`config.mk`:
```
export PLATFORM = sky130hd
export DESIGN_NAME = channel_loader
export DESIGN_NICKNAME = d
export VERILOG_FILES = /design/src/rtl/channel_loader.sv
export SDC_FILE = /design/constraint.sdc
export NUM_CORES = 2
export LEC_CHECK = 0
export ABC_CLOCK_PERIOD_IN_PS = 6150
export BUFFER_PORTS_ARGS = -buffer_cell sky130_fd_sc_hd__buf_2
export CORE_MARGIN = 2
export CORE_UTILIZATION = 45
export CTS_BUF_LIST = sky130_fd_sc_hd__clkbuf_16
export DETAILED_ROUTE_END_ITERATION = 7
export GPL_TIMING_DRIVEN = 0
export PLACE_DENSITY = 0.74
export SYNTH_ARGS = -nofsm -noshare
export SYNTH_HDL_FRONTEND = slang
export SYNTH_SLANG_ARGS = --single-unit
```
`constraint.sdc`:
```
create_clock -name clk -period 6.15 [get_ports clk]
set_input_delay 1.23 -clock clk [delete_from_list [all_inputs] [get_ports clk]]
set_output_delay 1.23 -clock clk [all_outputs]
set_load 0.05 [all_outputs]
```
`src/rtl/channel_loader.sv`:
```
// channel_loader: front-end stage that saturates incoming channel LLRs,
// packs them P at a time into P*Q-bit words, and strobes each word into the
// decoder's LLR storage. After a full frame it hands the storage to the PE
// datapath until the decoder signals frame completion.
module channel_loader #(
    parameter int N     = 1024,
    parameter int P     = 64,
    parameter int Q     = 6,
    parameter int IN_W  = 8,
    parameter int CNT_W = 5
) (
    input  logic               clk,
    input  logic               rst,
    input  logic               start,
    input  logic               in_valid,
    input  logic [IN_W-1:0]    in_llr,
    output logic               in_ready,
    output logic [P*Q-1:0]     W_channel,
    output logic [CNT_W-1:0]   channel_count,
    output logic               channel_ready,
    output logic               channel,
    input  logic               frame_done,
    output logic               busy
);

    localparam int WORDS   = N / P;
    localparam int LANE_W  = (P > 1) ? $clog2(P) : 1;
    localparam int SAT_MAX = 2 ** (Q - 1) - 1;
    localparam bit CLIP    = (IN_W > Q);

    // Reject parameter sets whose word index cannot be represented.
    if ((2 ** CNT_W) < WORDS || (N % P) != 0) begin : g_param_check
        $error("channel_loader: CNT_W too small for N/P or N not a multiple of P");
    end

    typedef enum logic [1:0] {
        S_IDLE,
        S_LOAD,
        S_FLUSH,
        S_DEC
    } state_t;

    state_t              r_state;
    state_t              w_next;

    logic [LANE_W-1:0]   r_lane_cnt;
    logic [CNT_W-1:0]    r_word_cnt;
    logic [P*Q-1:0]      r_pack;
    logic [P*Q-1:0]      r_w_channel;
    logic [CNT_W-1:0]    r_channel_count;
    logic                r_channel_ready;

    logic                w_xfer;
    logic                w_last_lane;
    logic                w_last_word;
    int                  w_llr_ext;
    logic [Q-1:0]        w_sat;
    logic [P*Q-1:0]      w_word;

    assign w_last_lane = (r_lane_cnt == LANE_W'(P - 1));
    assign w_last_word = (r_word_cnt == CNT_W'(WORDS - 1));

    // Symmetric saturation of the incoming LLR to Q-bit two's complement.
    always_comb begin
        w_llr_ext = int'($signed(in_llr));
        w_sat     = w_llr_ext[Q-1:0];
        if (CLIP) begin
            if (w_llr_ext > SAT_MAX) begin
                w_sat = Q'(SAT_MAX);
            end else if (w_llr_ext < -SAT_MAX) begin
                w_sat = Q'(-SAT_MAX);
            end
        end
    end

    // Pack register with the current LLR merged into its lane; on the last
    // lane this is the completed word that goes straight to the output register.
    always_comb begin
        w_word = r_pack;
        w_word[r_lane_cnt*Q +: Q] = w_sat;
    end

    // State register.
    always_ff @(posedge clk or negedge rst) begin
        if (!rst) begin
            r_state <= S_IDLE;
        end else begin
            r_state <= w_next;
        end
    end

    // Next-state decode and per-state handshake/ownership outputs.
    always_comb begin
        w_next   = r_state;
        in_ready = 1'b0;
        busy     = 1'b0;
        channel  = 1'b0;
        w_xfer   = 1'b0;
        case (r_state)
            S_IDLE: begin
                if (start) begin
                    w_next = S_LOAD;
                end
            end
            S_LOAD: begin
                in_ready = 1'b1;
                busy     = 1'b1;
                w_xfer   = in_valid;
                if (in_valid && w_last_lane && w_last_word) begin
                    w_next = S_FLUSH;
                end
            end
            S_FLUSH: begin
                busy   = 1'b1;
                w_next = S_DEC;
            end
            S_DEC: begin
                busy    = 1'b1;
                channel = 1'b1;
                if (frame_done) begin
                    w_next = S_IDLE;
                end
            end
            default: begin
                w_next = S_IDLE;
            end
        endcase
    end

    // Lane/word counters, pack register and the registered word output.
    always_ff @(posedge clk or negedge rst) begin
        if (!rst) begin
            r_lane_cnt      <= '0;
            r_word_cnt      <= '0;
            r_pack          <= '0;
            r_w_channel     <= '0;
            r_channel_count <= '0;
            r_channel_ready <= 1'b0;
        end else begin
            r_channel_ready <= 1'b0;
            if (w_xfer) begin
                r_pack <= w_word;
                if (w_last_lane) begin
                    r_lane_cnt      <= '0;
                    r_word_cnt      <= r_word_cnt + CNT_W'(1);
                    r_w_channel     <= w_word;
                    r_channel_count <= r_word_cnt;
                    r_channel_ready <= 1'b1;
                end else begin
                    r_lane_cnt <= r_lane_cnt + LANE_W'(1);
                end
            end
            if (r_state == S_FLUSH) begin
                r_lane_cnt <= '0;
                r_word_cnt <= '0;
            end
        end
    end

    assign W_channel     = r_w_channel;
    assign channel_count = r_channel_count;
    assign channel_ready = r_channel_ready;

endmodule

```
# --- Word level (Yosys, flattened, before mapping) ---
# Cells that the tools add are included.
totals:
  register_bits: 787
op_classes:
  n_mul: 1
  add_sub_neg: 3
  eq_ne: 8
  shift: 2
  n_lt_le_gt_ge: 2
  mux: 19
  reduce_logical: 9
op_table:
  columns: ["operator", "n"]
  rows:
  - ["$bwmux 384", 1]
  - ["$shift 6x34->384 const A", 1]
  - ["$shiftx 6x34->384", 1]
  - ["$neg 9->34", 1]
  - ["$mux 6", 5]
  - ["$mux 5", 3]
  - ["$gt 8x6->1 const B", 1]
  - ["$lt 8x6->1 const B", 1]
  - ["$mul 6x2->8 const B", 1]
  - ["$pmux 2 s4", 1]
  - ["$add 6x1->6 const B", 1]
  - ["$eq 6x6->1 const B", 1]
  - ["$mux 1", 6]
  - ["$mux 2", 3]
  - ["$ne 2x2->1 const B", 3]
  - ["$add 5x1->5 const B", 1]
  - ["$eq 5x4->1 const B", 1]
  - ["$eq 2x2->1 const B", 2]
  - ["$reduce_and 2->1", 2]
  - ["$reduce_bool 2->1", 2]
  - ["$reduce_and 3->1", 1]
  - ["$reduce_or 3->1", 1]
  - ["$eq 2x1->1 const B", 1]
  - ["$logic_and 1x1->1", 2]
  - ["$logic_not 2->1", 1]

# --- Logic depth before layout (Yosys ltp) ---
logic_depth:
  word_depth: 5
  depth_mapped: 20
  depth_no_buf: 16

# --- Least setup slack after synthesis ---
# OpenSTA, ideal clock, no wires.
synth_path:
  path_kind: "register to register"
  startpoint: "reg r_lane_cnt[1]"
  endpoint: "reg r_pack[229]"
  t_arrival_ps: 4366
  stages_incl_launch_ff: 19
  path_buffers: 3
  synth_period_minus_slack_ps: 4491
  setup_ps: 125
  slack_ps: 1659
  cell_sequence: "dfrtp_1 ha_1 inv_1 fa_1 nand2b_1 a21oi_2 xor2_2 and3_1 clkbuf_1 nor2b_1 ha_1 buf_1 inv_2 nor2_1 a22o_1 buf_4 nand4_1 or2_2 mux2_2"
synth_via:
  elab_chain_cells: 4
synth_rtl:
  columns: ["element", "line_no", "source"]
  rows:
  - ["from (decl)", "46", "logic [LANE_W-1:0] r_lane_cnt;"]
  - ["from (signal assigned)", "150", "r_lane_cnt <= r_lane_cnt + LANE_W'(1);"]
  - ["$mul 6x2->8 *", "80", "w_word[r_lane_cnt*Q +: Q] = w_sat;"]
  - ["$neg 9->34 *", "80", null]
  - ["$shiftx 6x34->384 or $shift 6x34->384 (tied branches)", "80", null]
  - ["$bwmux 384 *", "80", null]
  - ["to (signal assigned)", "142", "r_pack <= w_word;"]
  - ["to (decl)", "48", "logic [P*Q-1:0] r_pack;"]
# Mark *: on every way between the ends. The rest lies on a longest branch, timed or not.
# A chain may end at the register's enable or synchronous reset.

# --- Worst setup path in the final report ---
layout_path:
  startpoint: "reg r_lane_cnt[2]"
  endpoint: "reg r_pack[285]"
# The elaborated chain is that of the path after synthesis.

==> metrics.yaml <==
fin_setup_tns_ns: 0
finalWorstSetupSlack_ns: 0.0862
p_leak_nw: 22.4
skew_ns: 0.0417
finalSetupViolCount: 0
end_kind: "register"
critPathBufInv: 5
synth_cell_types: 82
synth_edf_count: 0
min_path_type: "reg2reg"
slowest_delay_ns: 0.68
r2r_start: "r_lane_cnt[2]$_DFFE_PN0P_"
coreArea_sq_um: 81800
worst_slew_margin_rel_pct: -3.38
final_util_pct: 53.4
cp.arrival_ns: 6.56
place_area_sq_um: 40700
rsz0062_at_grt: "no"
layout.nets: 4200
vias_per_cell: 6.05
start_util_pct: 45.3
grt_pass1_wl_um: 217000
synth_warnings: 0
cts_max_level: 3
syn_area_sq_um: 37100
numClockSinks: 787
die_area_sq_um: 84700
grt_pass1_vias: 31800
violations: "capacitance limit, slew limit"
syn_nets: 3698
grt_usage_pct: 35.4
wl_per_cell_um: 28.7
cp_max_fo: 10
required_ns: 6.64
layout-drive-gt1-share_pct: 22.0
pin_count: 406
dp_worst_setup_slack_ns: -0.151
overflow: 0
crit_type: "reg2reg"
maxCapViolations: 2
first_pass_iters: 6
synth-main-ff-cell: "dfrtp_1"
drc: 0
finalMaxSlewViolations: 22
crit_start: "r_lane_cnt[2]$_DFFE_PN0P_"
cts_tree: "done"
wl_um: 153000
chipHeight_um: 291
die_width_um: 291
num_rows: 105
period_share_pct: 98.6
cts_buffers: 83
synthArstFlopShare_pct: 100
crit_chain: "inv_1 > fa_1 > nand2b_1 > a21oi_2 > xor2_2 > and3_1 > clkbuf_1 > nor2b_1 > ha_1 > buf_1 > a21oi_1 > and3_1 > clkbuf_1 > buf_2 > nand2_1 > o21ai_0 > o31ai_1"
vias: 32100
ant_nets: 0
drt_iter0_markers: 3477
syn_inst: 3668
critical_path.top_delay_family: "buffers and inverters"
place_congestion: 1.04
worst_setup_path_start_kind: "register"
hp-start: "W_channel[130]$_DFFE_PN0P_"
clk_latency_ns: 0.68
worst_pin_slew_ns: 1.55
antenna_found_initial: 6
numPortBuffers: 404
irDropWorstVdd_uv: 241
root_buffer: "clkbuf_16"
synth-seq-cells: 787
grt_max_degree: 124
cts_buffer_depth: 3
clk_pin_slew_worst_paths_ns: 0.06
dp_hpwl_um: 116000
run_status: "complete, but fails checks"
fin_hold_ws_ns: 0.472
seq_area_frac_synth_pct: 53.1
crit_slowest_cell: "a21oi_1"
avgSynthCellArea_sq_um: 10.1
final_area_sq_um: 43700
power_density_nw_per_um2: 364
fin_crit_ns: 6.06
area_growth_pct: 17.9
fmaxAchievable_ghz: 0.165
hold_viol_final: 0
## cell type report
| type | count | area, sq um |
|---|---|---|
| clock inverter | 72 | 836 |
| tap | 1070 | 1340 |
| inverter | 21 | 78.8 |
| multi-input combinational | 2640 | 16400 |
| sequential | 787 | 19700 |
| buffer | 219 | 948 |
| fill | 7299 | 38100 |
| antenna | 3 | 7.51 |
| clock buffer | 84 | 2100 |
| timing repair buffer | 418 | 2310 |
## worst min-delay path, cell delays in order (launching register included)
cell and delay [ns]:
dfrtp_1 0.33, nand2_1 0.05, o31ai_1 0.06
## what timing repair did
action,CTS,global route
gates cloned,0,0
setup buffers,0,3
pin swaps,0,1
endpoints found under the setup margin,10,129
resized for setup,4,5
hold buffers,0,0
## sequential cells by signal, indices dropped and copies added, names as in the netlist
name / cells
W_channel: 384
r_lane_cnt: 6
channel_ready: 1
r_state: 2
r_pack: 384
channel_count: 5
r_word_cnt: 5
## metrics by stage
| step | power (mW) | instances |
|---|---|---|
| finish | 15.9 | 5314 |
| global route | 16.2 | 5313 |
| CTS | 15.7 | 5309 |
| detailed placement | 10.3 | 5153 |
| global placement | 10.2 | 5142 |
| floorplan | 7.95 | 3668 |
## cells in the mapped netlist (all sizes together) (16+ instances only)
| cell | number | area (sq um) |
|---|---|---|
| a21oi | 55 | 279 |
| and2 | 30 | 190 |
| buf | 64 | 363 |
| clkbuf | 156 | 586 |
| dfrtp | 787 | 19700 |
| ha | 16 | 200 |
| inv | 20 | 75.1 |
| mux2 | 274 | 3090 |
| mux2i | 362 | 3620 |
| nand2 | 879 | 3310 |
| nand3 | 62 | 310 |
| nor2 | 185 | 702 |
| nor3 | 77 | 470 |
| o21ai | 508 | 2550 |
| o22ai | 18 | 113 |
## metal layers
layer | GRT usage, % | part of all wire (%) | vias up | routed length (um)
met3 | 11.0 | 11 | 479 | 17400
met5 | 0 | 0.0052 | - | 8
met1 | 43.3 | 37 | 16200 | 56600
li1 | - | - | 13700 | -
met4 | 22.8 | 7.1 | 2 | 10900
met2 | 54.5 | 44 | 1852 | 67700
## worst paths after layout
| path | endpoint | slack (ns) | cells after the start |
|---|---|---|---|
| min reg2reg | W_channel[130]$_DFFE_PN0P_ | 0.47 | 2 |
| max | r_pack[285]$_DFFE_PN0P_ | 0.09 | 17 |
| max in group asynchronous | W_channel[339]$_DFFE_PN0P_ | 3.52 | 4 |
| min | W_channel[130]$_DFFE_PN0P_ | 0.47 | 2 |
| max reg2reg | r_pack[285]$_DFFE_PN0P_ | 0.09 | 17 |
| min in group asynchronous | W_channel[314]$_DFFE_PN0P_ | 0.64 | 1 |
## cells by family (layout without fill, tap and decap cells)
family | Yosys count | in the layout | synth area share [%]
multiplexers | 636 | 636 | 18.1
XOR/XNOR | 15 | 15 | 0.456
buffers and inverters | 241 | 814 | 2.77
AO/OA/AOI/OAI | 673 | 673 | 10.3
flip-flops | 787 | 787 | 53.1
adder cells (fa/ha/maj) | 17 | 17 | 0.594
AND/OR/NAND/NOR | 1299 | 1299 | 14.7
other | 0 | 3 | 0
## report_power, final
part	leakage, nW	total, mW	switching (mW)	internal, mW
registers	11.0	5.25	0.0300	5.22
clock network	1.46	5.45	2.26	3.19
logic	9.93	5.23	4.31	0.916
total	22.4	15.9	6.60	9.33
## cells in the final DEF (no fill, tap or decap), drive strengths merged, types with 11 or more instances in the layout
master	Yosys	layout
clkinv	1	39
o31ai	11	11
nor2	185	185
mux2	274	274
ha	16	16
nand2	879	879
o41ai	13	13
mux2i	362	362
dfrtp	787	787
o21ai	508	508
and2	30	30
nor3	77	77
nand4	13	13
inv	20	33
and3	12	12
buf	64	481
a21oi	55	55
o22ai	18	18
bufinv	0	16
nand3	62	62
clkbuf	156	240
Note: power is estimated with default switching activity, not from simulation.
